## src/rtl/serial_subtractor_if.sv

```systemverilog
// serial_subtractor_if: request/result bundle for the bit-serial subtractor.
// Latency: none (wires only).
// Backpressure: none; the slave reports busy and ignores start while busy.
//
// Signals:
//   start, a, b, bin   requester -> subtractor (operands sampled on accepted start)
//   busy, done         subtractor status (busy during bit processing, done one cycle)
//   diff, bout, ovf    result, borrow-out and signed-overflow flag; valid when done=1
interface serial_subtractor_if #(
    parameter int WIDTH = 8
);
    logic             start;
    logic [WIDTH-1:0] a;
    logic [WIDTH-1:0] b;
    logic             bin;
    logic             busy;
    logic             done;
    logic [WIDTH-1:0] diff;
    logic             bout;
    logic             ovf;

    // Requester side: drives the operation, observes status and result.
    modport master (
        output start,
        output a,
        output b,
        output bin,
        input  busy,
        input  done,
        input  diff,
        input  bout,
        input  ovf
    );

    // Subtractor side.
    modport slave (
        input  start,
        input  a,
        input  b,
        input  bin,
        output busy,
        output done,
        output diff,
        output bout,
        output ovf
    );
endinterface

```

## src/rtl/serial_subtractor.sv

```systemverilog
// serial_subtractor: bit-serial a - b - bin, one bit per clk edge, LSB first.
// Latency: start accepted at edge 0, done pulses in the cycle after edge WIDTH.
// Backpressure: start ignored while busy; accepted in IDLE and in the DONE cycle.
//
// Ports:
//   clk   rising-edge clock
//   rst   asynchronous active-high reset
//   bus   serial_subtractor_if.slave: start/a/b/bin in, busy/done/diff/bout/ovf out
// Parameter WIDTH: operand and result width, legal range 2..32.
// Optional feature: define SERIAL_SUB_OVERFLOW_EN to produce the signed
// overflow flag on ovf; when undefined ovf is tied to 0 and no overflow
// logic exists.
module serial_subtractor #(
    parameter int WIDTH = 8
) (
    input  logic               clk,
    input  logic               rst,
    serial_subtractor_if.slave bus
);
    // Counter must be able to hold WIDTH itself (value after the final shift).
    localparam int               CNT_W = $clog2(WIDTH + 1);
    localparam logic [CNT_W-1:0] LAST  = CNT_W'(WIDTH - 1);

    typedef enum logic [1:0] {
        IDLE  = 2'd0,
        SHIFT = 2'd1,
        DONE  = 2'd2
    } state_t;

    state_t state;
    state_t state_nxt;

    // Operands are shifted right every SHIFT edge so bit 0 is always the
    // bit currently being processed.
    logic [WIDTH-1:0] a_sh;
    logic [WIDTH-1:0] b_sh;
    logic             br;
    logic [CNT_W-1:0] cnt;
    logic [WIDTH-1:0] diff_r;
    logic             bout_r;

    logic accept;
    logic last_bit;
    logic x;
    logic y;
    logic d;
    logic br_nxt;

    // A new request is taken whenever no bits are in flight.
    assign accept   = bus.start && (state != SHIFT);
    assign last_bit = (cnt == LAST);

    // One full-subtractor slice.
    assign x      = a_sh[0];
    assign y      = b_sh[0];
    assign d      = x ^ y ^ br;
    assign br_nxt = (~x & y) | (~(x ^ y) & br);

    // ------------------------------------------------------------------
    // FSM: state register
    // ------------------------------------------------------------------
    always_ff @(posedge clk or posedge rst) begin
        if (rst) begin
            state <= IDLE;
        end else begin
            state <= state_nxt;
        end
    end

    // ------------------------------------------------------------------
    // FSM: next-state logic
    // ------------------------------------------------------------------
    always_comb begin
        state_nxt = state;
        case (state)
            IDLE:    state_nxt = bus.start ? SHIFT : IDLE;
            SHIFT:   state_nxt = last_bit ? DONE : SHIFT;
            DONE:    state_nxt = bus.start ? SHIFT : IDLE;
            default: state_nxt = IDLE;
        endcase
    end

    // ------------------------------------------------------------------
    // FSM: outputs (pure function of state, so async reset clears them
    // immediately)
    // ------------------------------------------------------------------
    always_comb begin
        bus.busy = 1'b0;
        bus.done = 1'b0;
        case (state)
            SHIFT:   bus.busy = 1'b1;
            DONE:    bus.done = 1'b1;
            default: ;
        endcase
    end

    // ------------------------------------------------------------------
    // Datapath
    // ------------------------------------------------------------------
    always_ff @(posedge clk or posedge rst) begin
        if (rst) begin
            a_sh   <= '0;
            b_sh   <= '0;
            br     <= 1'b0;
            cnt    <= '0;
            diff_r <= '0;
            bout_r <= 1'b0;
        end else if (accept) begin
            // diff/bout keep the previous result until bits start arriving.
            a_sh <= bus.a;
            b_sh <= bus.b;
            br   <= bus.bin;
            cnt  <= '0;
        end else if (state == SHIFT) begin
            a_sh   <= a_sh >> 1;
            b_sh   <= b_sh >> 1;
            br     <= br_nxt;
            cnt    <= cnt + 1'b1;
            // Result bits enter at the MSB; after WIDTH shifts the first
            // (LSB) result bit has walked down to bit 0.
            diff_r <= {d, diff_r[WIDTH-1:1]};
            if (last_bit) begin
                bout_r <= br_nxt;
            end
        end
    end

    assign bus.diff = diff_r;
    assign bus.bout = bout_r;

`ifdef SERIAL_SUB_OVERFLOW_EN
    // The shifted operand copies lose their sign bits, so the signs are
    // captured separately at accept time.
    logic a_msb;
    logic b_msb;
    logic ovf_r;

    always_ff @(posedge clk or posedge rst) begin
        if (rst) begin
            a_msb <= 1'b0;
            b_msb <= 1'b0;
            ovf_r <= 1'b0;
        end else if (accept) begin
            a_msb <= bus.a[WIDTH-1];
            b_msb <= bus.b[WIDTH-1];
        end else if ((state == SHIFT) && last_bit) begin
            // On the final edge d is the sign bit of the result.
            ovf_r <= (a_msb != b_msb) && (d != a_msb);
        end
    end

    assign bus.ovf = ovf_r;
`else
    assign bus.ovf = 1'b0;
`endif

endmodule
```

## src/flat_wrapper.sv

```systemverilog
// flat-port wrapper written by rule: the top's interface ports become plain ports
module serial_subtractor_flat 
#(
    parameter int WIDTH = 8
)
  (clk, rst, bus_start, bus_a, bus_b, bus_bin, bus_busy, bus_done, bus_diff, bus_bout, bus_ovf);
  serial_subtractor_if #(.WIDTH(WIDTH)) bus_i ();
  input  logic clk;
  input  logic rst;
  input wire logic [$bits(bus_i.start)-1:0] bus_start;
  input wire logic [$bits(bus_i.a)-1:0] bus_a;
  input wire logic [$bits(bus_i.b)-1:0] bus_b;
  input wire logic [$bits(bus_i.bin)-1:0] bus_bin;
  output wire logic [$bits(bus_i.busy)-1:0] bus_busy;
  output wire logic [$bits(bus_i.done)-1:0] bus_done;
  output wire logic [$bits(bus_i.diff)-1:0] bus_diff;
  output wire logic [$bits(bus_i.bout)-1:0] bus_bout;
  output wire logic [$bits(bus_i.ovf)-1:0] bus_ovf;
  assign bus_i.start = bus_start;
  assign bus_i.a = bus_a;
  assign bus_i.b = bus_b;
  assign bus_i.bin = bus_bin;
  assign bus_busy = bus_i.busy;
  assign bus_done = bus_i.done;
  assign bus_diff = bus_i.diff;
  assign bus_bout = bus_i.bout;
  assign bus_ovf = bus_i.ovf;
  serial_subtractor #(.WIDTH(WIDTH)) u_core (.clk(clk), .rst(rst), .bus(bus_i));
endmodule
```

## config.mk

```make
export PLATFORM = sky130hd
export DESIGN_NAME = serial_subtractor_flat
export DESIGN_NICKNAME = d
export VERILOG_FILES = /design/src/rtl/serial_subtractor_if.sv /design/src/rtl/serial_subtractor.sv /design/src/flat_wrapper.sv
export SDC_FILE = /design/constraint.sdc
export NUM_CORES = 1
export LEC_CHECK = 0
export ABC_AREA = 1
export CAP_MARGIN = 10
export CORE_UTILIZATION = 50
export DETAILED_ROUTE_END_ITERATION = 12
export PLACE_DENSITY_LB_ADDON = 0.2
export SLEW_MARGIN = 40
export SYNTH_ARGS = -nofsm -noshare
export SYNTH_HDL_FRONTEND = slang
export SYNTH_SLANG_ARGS = --single-unit
```

## constraint.sdc

```tcl
create_clock -name clk -period 1.63 [get_ports clk]
set_input_delay 0.326 -clock clk [delete_from_list [all_inputs] [get_ports clk]]
set_output_delay 0.326 -clock clk [all_outputs]
set_load 0.005 [all_outputs]
```

-- After elaboration in Yosys (flattened, before gate mapping)
Index checks and enable logic that the tools add are counted.
- input port bits: 20
- output and inout port bits: 12
- bits in registers: 32
- logic and storage cells: 39
- equal/unequal tests: 4
- muxes and demuxes: 13
- reductions and logical operators: 6
- bitwise operators: 8
- add/sub/neg operators: 1
- operators with widths (operator ; count):
    2-to-1 mux 8 bit ; 4
    2-to-1 mux 4 bit ; 2
    2-to-1 mux 1 bit ; 5
    adder 4 x 1 -> 4 bit (second input constant) ; 1
    == test 4 x 3 -> 1 bit (second input constant) ; 1
    one-hot mux 2 bit (2 select lines) ; 1
    inverter 1 bit ; 3
    AND reduction 3 bit ; 1
    AND 1 bit ; 2
    == test 2 x 1 -> 1 bit (second input constant) ; 1
    == test 2 bit (second input constant) ; 1
    logical NOT 2 bit ; 1
    2-to-1 mux 2 bit ; 1
    != test 2 x 1 -> 1 bit (second input constant) ; 1
    AND reduction 2 bit ; 1
    nonzero test 2 bit ; 1
    OR reduction 2 bit ; 1
    XOR 1 bit ; 2
    logical AND 1 bit ; 1
    OR 1 bit ; 1

-- Logic depth before layout (Yosys ltp)
- word-level depth: 6
- mapped depth: 7
- mapped depth without buffers: 6

-- Worst setup path before layout
No wires, ideal clock.
- path type: register to register
- from: register u_core.b_sh[0]
- to: register u_core.br
- path buffers: 0
- arrival time: 1148 ps
- data required time: 1562 ps
- setup slack: 413 ps
- cell stages (with the launch flop): 5
- setup time: 68 ps
- cells stage by stage: dfrtp_1 inv_1 fa_1 or2_2 nand3_1
- word-level cells in the longest chain between the ends: 6
- RTL lines (item ; line ; source):
    start: declaration ; serial_subtractor.sv:36 ; logic [WIDTH-1:0] b_sh;
    start signal: assignment ; serial_subtractor.sv:111 ; b_sh <= bus.b;
    start signal: assignment ; serial_subtractor.sv:116 ; b_sh <= b_sh >> 1;
    XOR 1 bit ; serial_subtractor.sv:57 ; assign br_nxt = (~x & y) | (~(x ^ y) & br);
    inverter 1 bit ; serial_subtractor.sv:57 ;
    AND 1 bit ; serial_subtractor.sv:57 ;
    OR 1 bit * ; serial_subtractor.sv:57 ;
    2-to-1 mux 1 bit * ; serial_subtractor.sv:114 ; end else if (state == SHIFT) begin
    2-to-1 mux 1 bit * ; serial_subtractor.sv:108 ; end else if (accept) begin
    end signal: assignment ; serial_subtractor.sv:112 ; br <= bus.bin;
    end signal: assignment ; serial_subtractor.sv:117 ; br <= br_nxt;
    end: declaration ; serial_subtractor.sv:37 ; logic br;
Every way passes the cells marked *; elsewhere a longest branch is shown, timed or not. The select of a mux whose other input is x is not followed.
A chain may end at the register's enable or synchronous reset.

-- Worst setup path in the final report
- from: register u_core.diff_r[3], in the netlist u_core.bus.diff[3]
- to: output port bus_diff[3]
- RTL lines (item ; line ; source):
    start: declaration ; serial_subtractor.sv:39 ; logic [WIDTH-1:0] diff_r;
    start signal: assignment ; serial_subtractor.sv:121 ; diff_r <= {d, diff_r[WIDTH-1:1]};
    end: declaration ; flat_wrapper.sv:16 ; output wire logic [$bits(bus_i.diff)-1:0] bus_diff;
No word-level cell between the ends.

==> results <==
power groups by stage:
stage	logic (mW)	registers, mW	clock network (mW)
after floorplan	0.927	1.33	0
after global placement	1.28	1.35	0
after detailed placement	1.33	1.37	0
after CTS	1.33	1.36	0.479
after global routing	1.48	1.41	0.514
final	1.31	1.36	0.462
sequential cells by signal (all words and copies together), names as in the netlist:
signal           count
u_core.a_sh          8
u_core.b_sh          8
u_core.bus.diff      8
u_core.cnt           4
u_core.state         2
u_core.br            1
u_core.bus.bout      1
logic make-up after synthesis:
group | Yosys count
AO/OA/AOI/OAI | 6
adder cells (fa/ha/maj) | 2
flip-flops | 32
AND/OR/NAND/NOR | 108
other | 1
buffers and inverters | 19
path summary, 6_finish.rpt:
kind,startpoint,endpoint,slack [ns],cells past startpoint
min,rst,u_core.bus.diff[1],0.38,3
min in group clk,u_core.a_sh[7],u_core.a_sh[7],0.48,2
min reg2reg,u_core.a_sh[7],u_core.a_sh[7],0.48,2
max reg2reg,u_core.b_sh[0],u_core.br,0.31,4
max in group asynchronous,rst,u_core.state[0],0.94,3
max,u_core.bus.diff[3],bus_diff[3],0.09,1
through the flow:
stage	power, mW	utilization (%)	instance area (sq um)
4_1_cts	3.161	66.68	1871
5_1_grt	3.402	66.68	1871
2_1_floorplan	2.259	-	1503
3_3_place_gp	2.633	64.63	1813
6_report	3.129	66.68	1871
3_5_place_dp	2.703	64.63	1813
routing by layer:
metal	vias up	wire, um	global-route usage [%]
met5	-	0	0
met4	0	64	9.756
met3	9	151	4.378
met2	33	1414	33.16
met1	567	1324	26.79
li1	597	-	-
cell type report:
type                       instances  area (sq um)
inverter                          12         47.55
clock buffer                       8         58.81
fill                             264         934.6
timing repair buffer              34         327.8
sequential                        32         802.0
tap                               31         38.79
multi-input combinational        117         595.6
cells in the final DEF (no fill, tap or decap), drive strengths merged:
cell type and n:
or2 1, ha 1, nor2 7, clkdlybuf4s50 28
o21ai 4, clkbuf 8, conb 1, fa 1
buf 4, o22ai 1, inv 12, nand3 32
dlygate4sd2 2, nand2 68, dfrtp 32, a21oi 1
==> run_results.csv <==
group,metric,value,unit
pwr,pwr_density_cell,1673,nW/um^2
pwr,p_sw,1.189,mW
worst_setup_path,crit_slowest_cell,"clkdlybuf4s50_1",
worst_setup_path,crit_fanout,3,
worst_setup_path,critPathKind,"flop to primary output",
synth,synthAdderAreaFrac,2.165,%
sta,fin_skew,0.006787,ns
global_route,grt_pass1_wl,5037,um
pwr,p_leak,0.9762,nW
worst_setup_path,cp_cell_sequence,"clkdlybuf4s50_1",
route,dr.pass1.iters,8,
route,viasPerCell,5.154,
route,routedWlPerCell,12.62,um
route,drt_iter0_markers,47,
worst_setup_path,cp-end-kind,"primary output",
synth,yosysSeqAreaShare,53.29,%
clock_tree,insertion_delay,0.32,ns
synth,yosys_warnings,0,
synth,synth_largest_area_cell,"dfrtp_1",
sta,layout_setup_ws,0.08977,ns
route,finalWirelength,2954,um
sta,hold-worst-slack,0.3815,ns
die,fp.dieH,56.82,um
synth,muxShareOfSynthArea,0,%
worst_setup_path,cp_top_family,"buffers and inverters",
synth,ys_seq_elements,32,
global_route,antenna_found_initial,0,
die,ioPinCount,32,
placed_design,place_hpwl,2048,um
worst_setup_path,critPathLaunchType,"flop",
clock_tree,clockBufferDepth,2,
pwr,power_frac_seq,43.4,%
synth,synth.most_common_cell,"nand2_1",
worst_setup_path,crit_buf_inv,1,
sta,finalSetupTns,0,ns
global_route,track_usage,20.67,%
die,rows,19,
global_route,gr-total-overflow,0,
pwr,p_clk_share,14.8,%
clock_tree,postCtsSetupRepairBufs,0,
sta,finalMaxSlewViolations,0,
min_path,hold_path.class,"input pin to asynchronous set/reset pin",
pwr,pwr-share-comb,41.8,%
clock_tree,cts_hold_buf,0,
run_status,violations,"DRC",
finish,drive_gt1_share,15.27,%
worst_setup_path,arrival,1.21,ns
route,drc,6,
global_route,grt_start_max_net_pins,33,
synth,syn_inst,168,
synth,synth_top_family_by_area,"simple AND/OR/NAND/NOR gates",
run,maxCapViolCount,0,
run_status,outcome,"complete, but fails checks",
finish,areaGrowthSynthToFinish,24.48,%
synth,syn-num-nets,190,
clock_tree,cts_htree_levels,2,
clock_tree,clkSlewWorstSetupHoldPaths,0.10,ns
synth,yosys.area_share.simple,35.14,%
die,die_w,56.82,um
synth,synthFlopType,"dfrtp_1",
synth,synth_common_cells,"nand2_1, dfrtp_1, nand3_1",
pwr,swShare,38.00,%
synth,synthTopCellsByArea,"dfrtp_1, nand2_1, nand3_2",
synth,synth-xor-area-share,0,%
synth,async_flop_share,100.0,%
placed_design,dp_cells,226,
sta,rsz0062_at_grt,"no",
worst_setup_path,cp_slowest_stage_delay,0.51,ns
sta,fmax,0.6493,GHz
clock_tree,ctsResizeCount,3,
route,final_antenna_net_count,0,
clock_tree,cts_tree,"built",
placed_design,post-place-ws,0.1644,ns
synth,synth_compound_area_share,2.082,%
sta,period_minus_slack,1.540,ns
synth,netlist.area_leader.share,53.29,%
die,core_area,2805,sq um
finish,final_nets,224,
clock_tree,cts.sinks,32,
die,start_util,53.57,%
finish,fin_cells,234,
die,design.die.area,3229,sq um
pwr,internal_power,1.940,mW
clock_tree,root_buffer,"clkbuf_4",
pwr,irDropWorstVdd,825.5,uV
sta,finalSetupViolCount,0,
synth,ys_types,22,
finish,diodes,0,
route,vias,1206,
worst_setup_path,worst-endpoint-required,1.30,ns
placed_design,port_buffers,30,
clock_tree,cts_buffers,5,
placed_design,place.gp.congestion,0.7851,
synth,synth-edff-count,0,
global_route,grt_pass1_vias,1142,
synth,netlist_area,1503,sq um
sta,fin_crit_sh,94.49,%
sta,final-hold-violation-count,0,
synth,syn_avg_cell_area,8.945,sq um
Power figures use the tool's default switching activity.
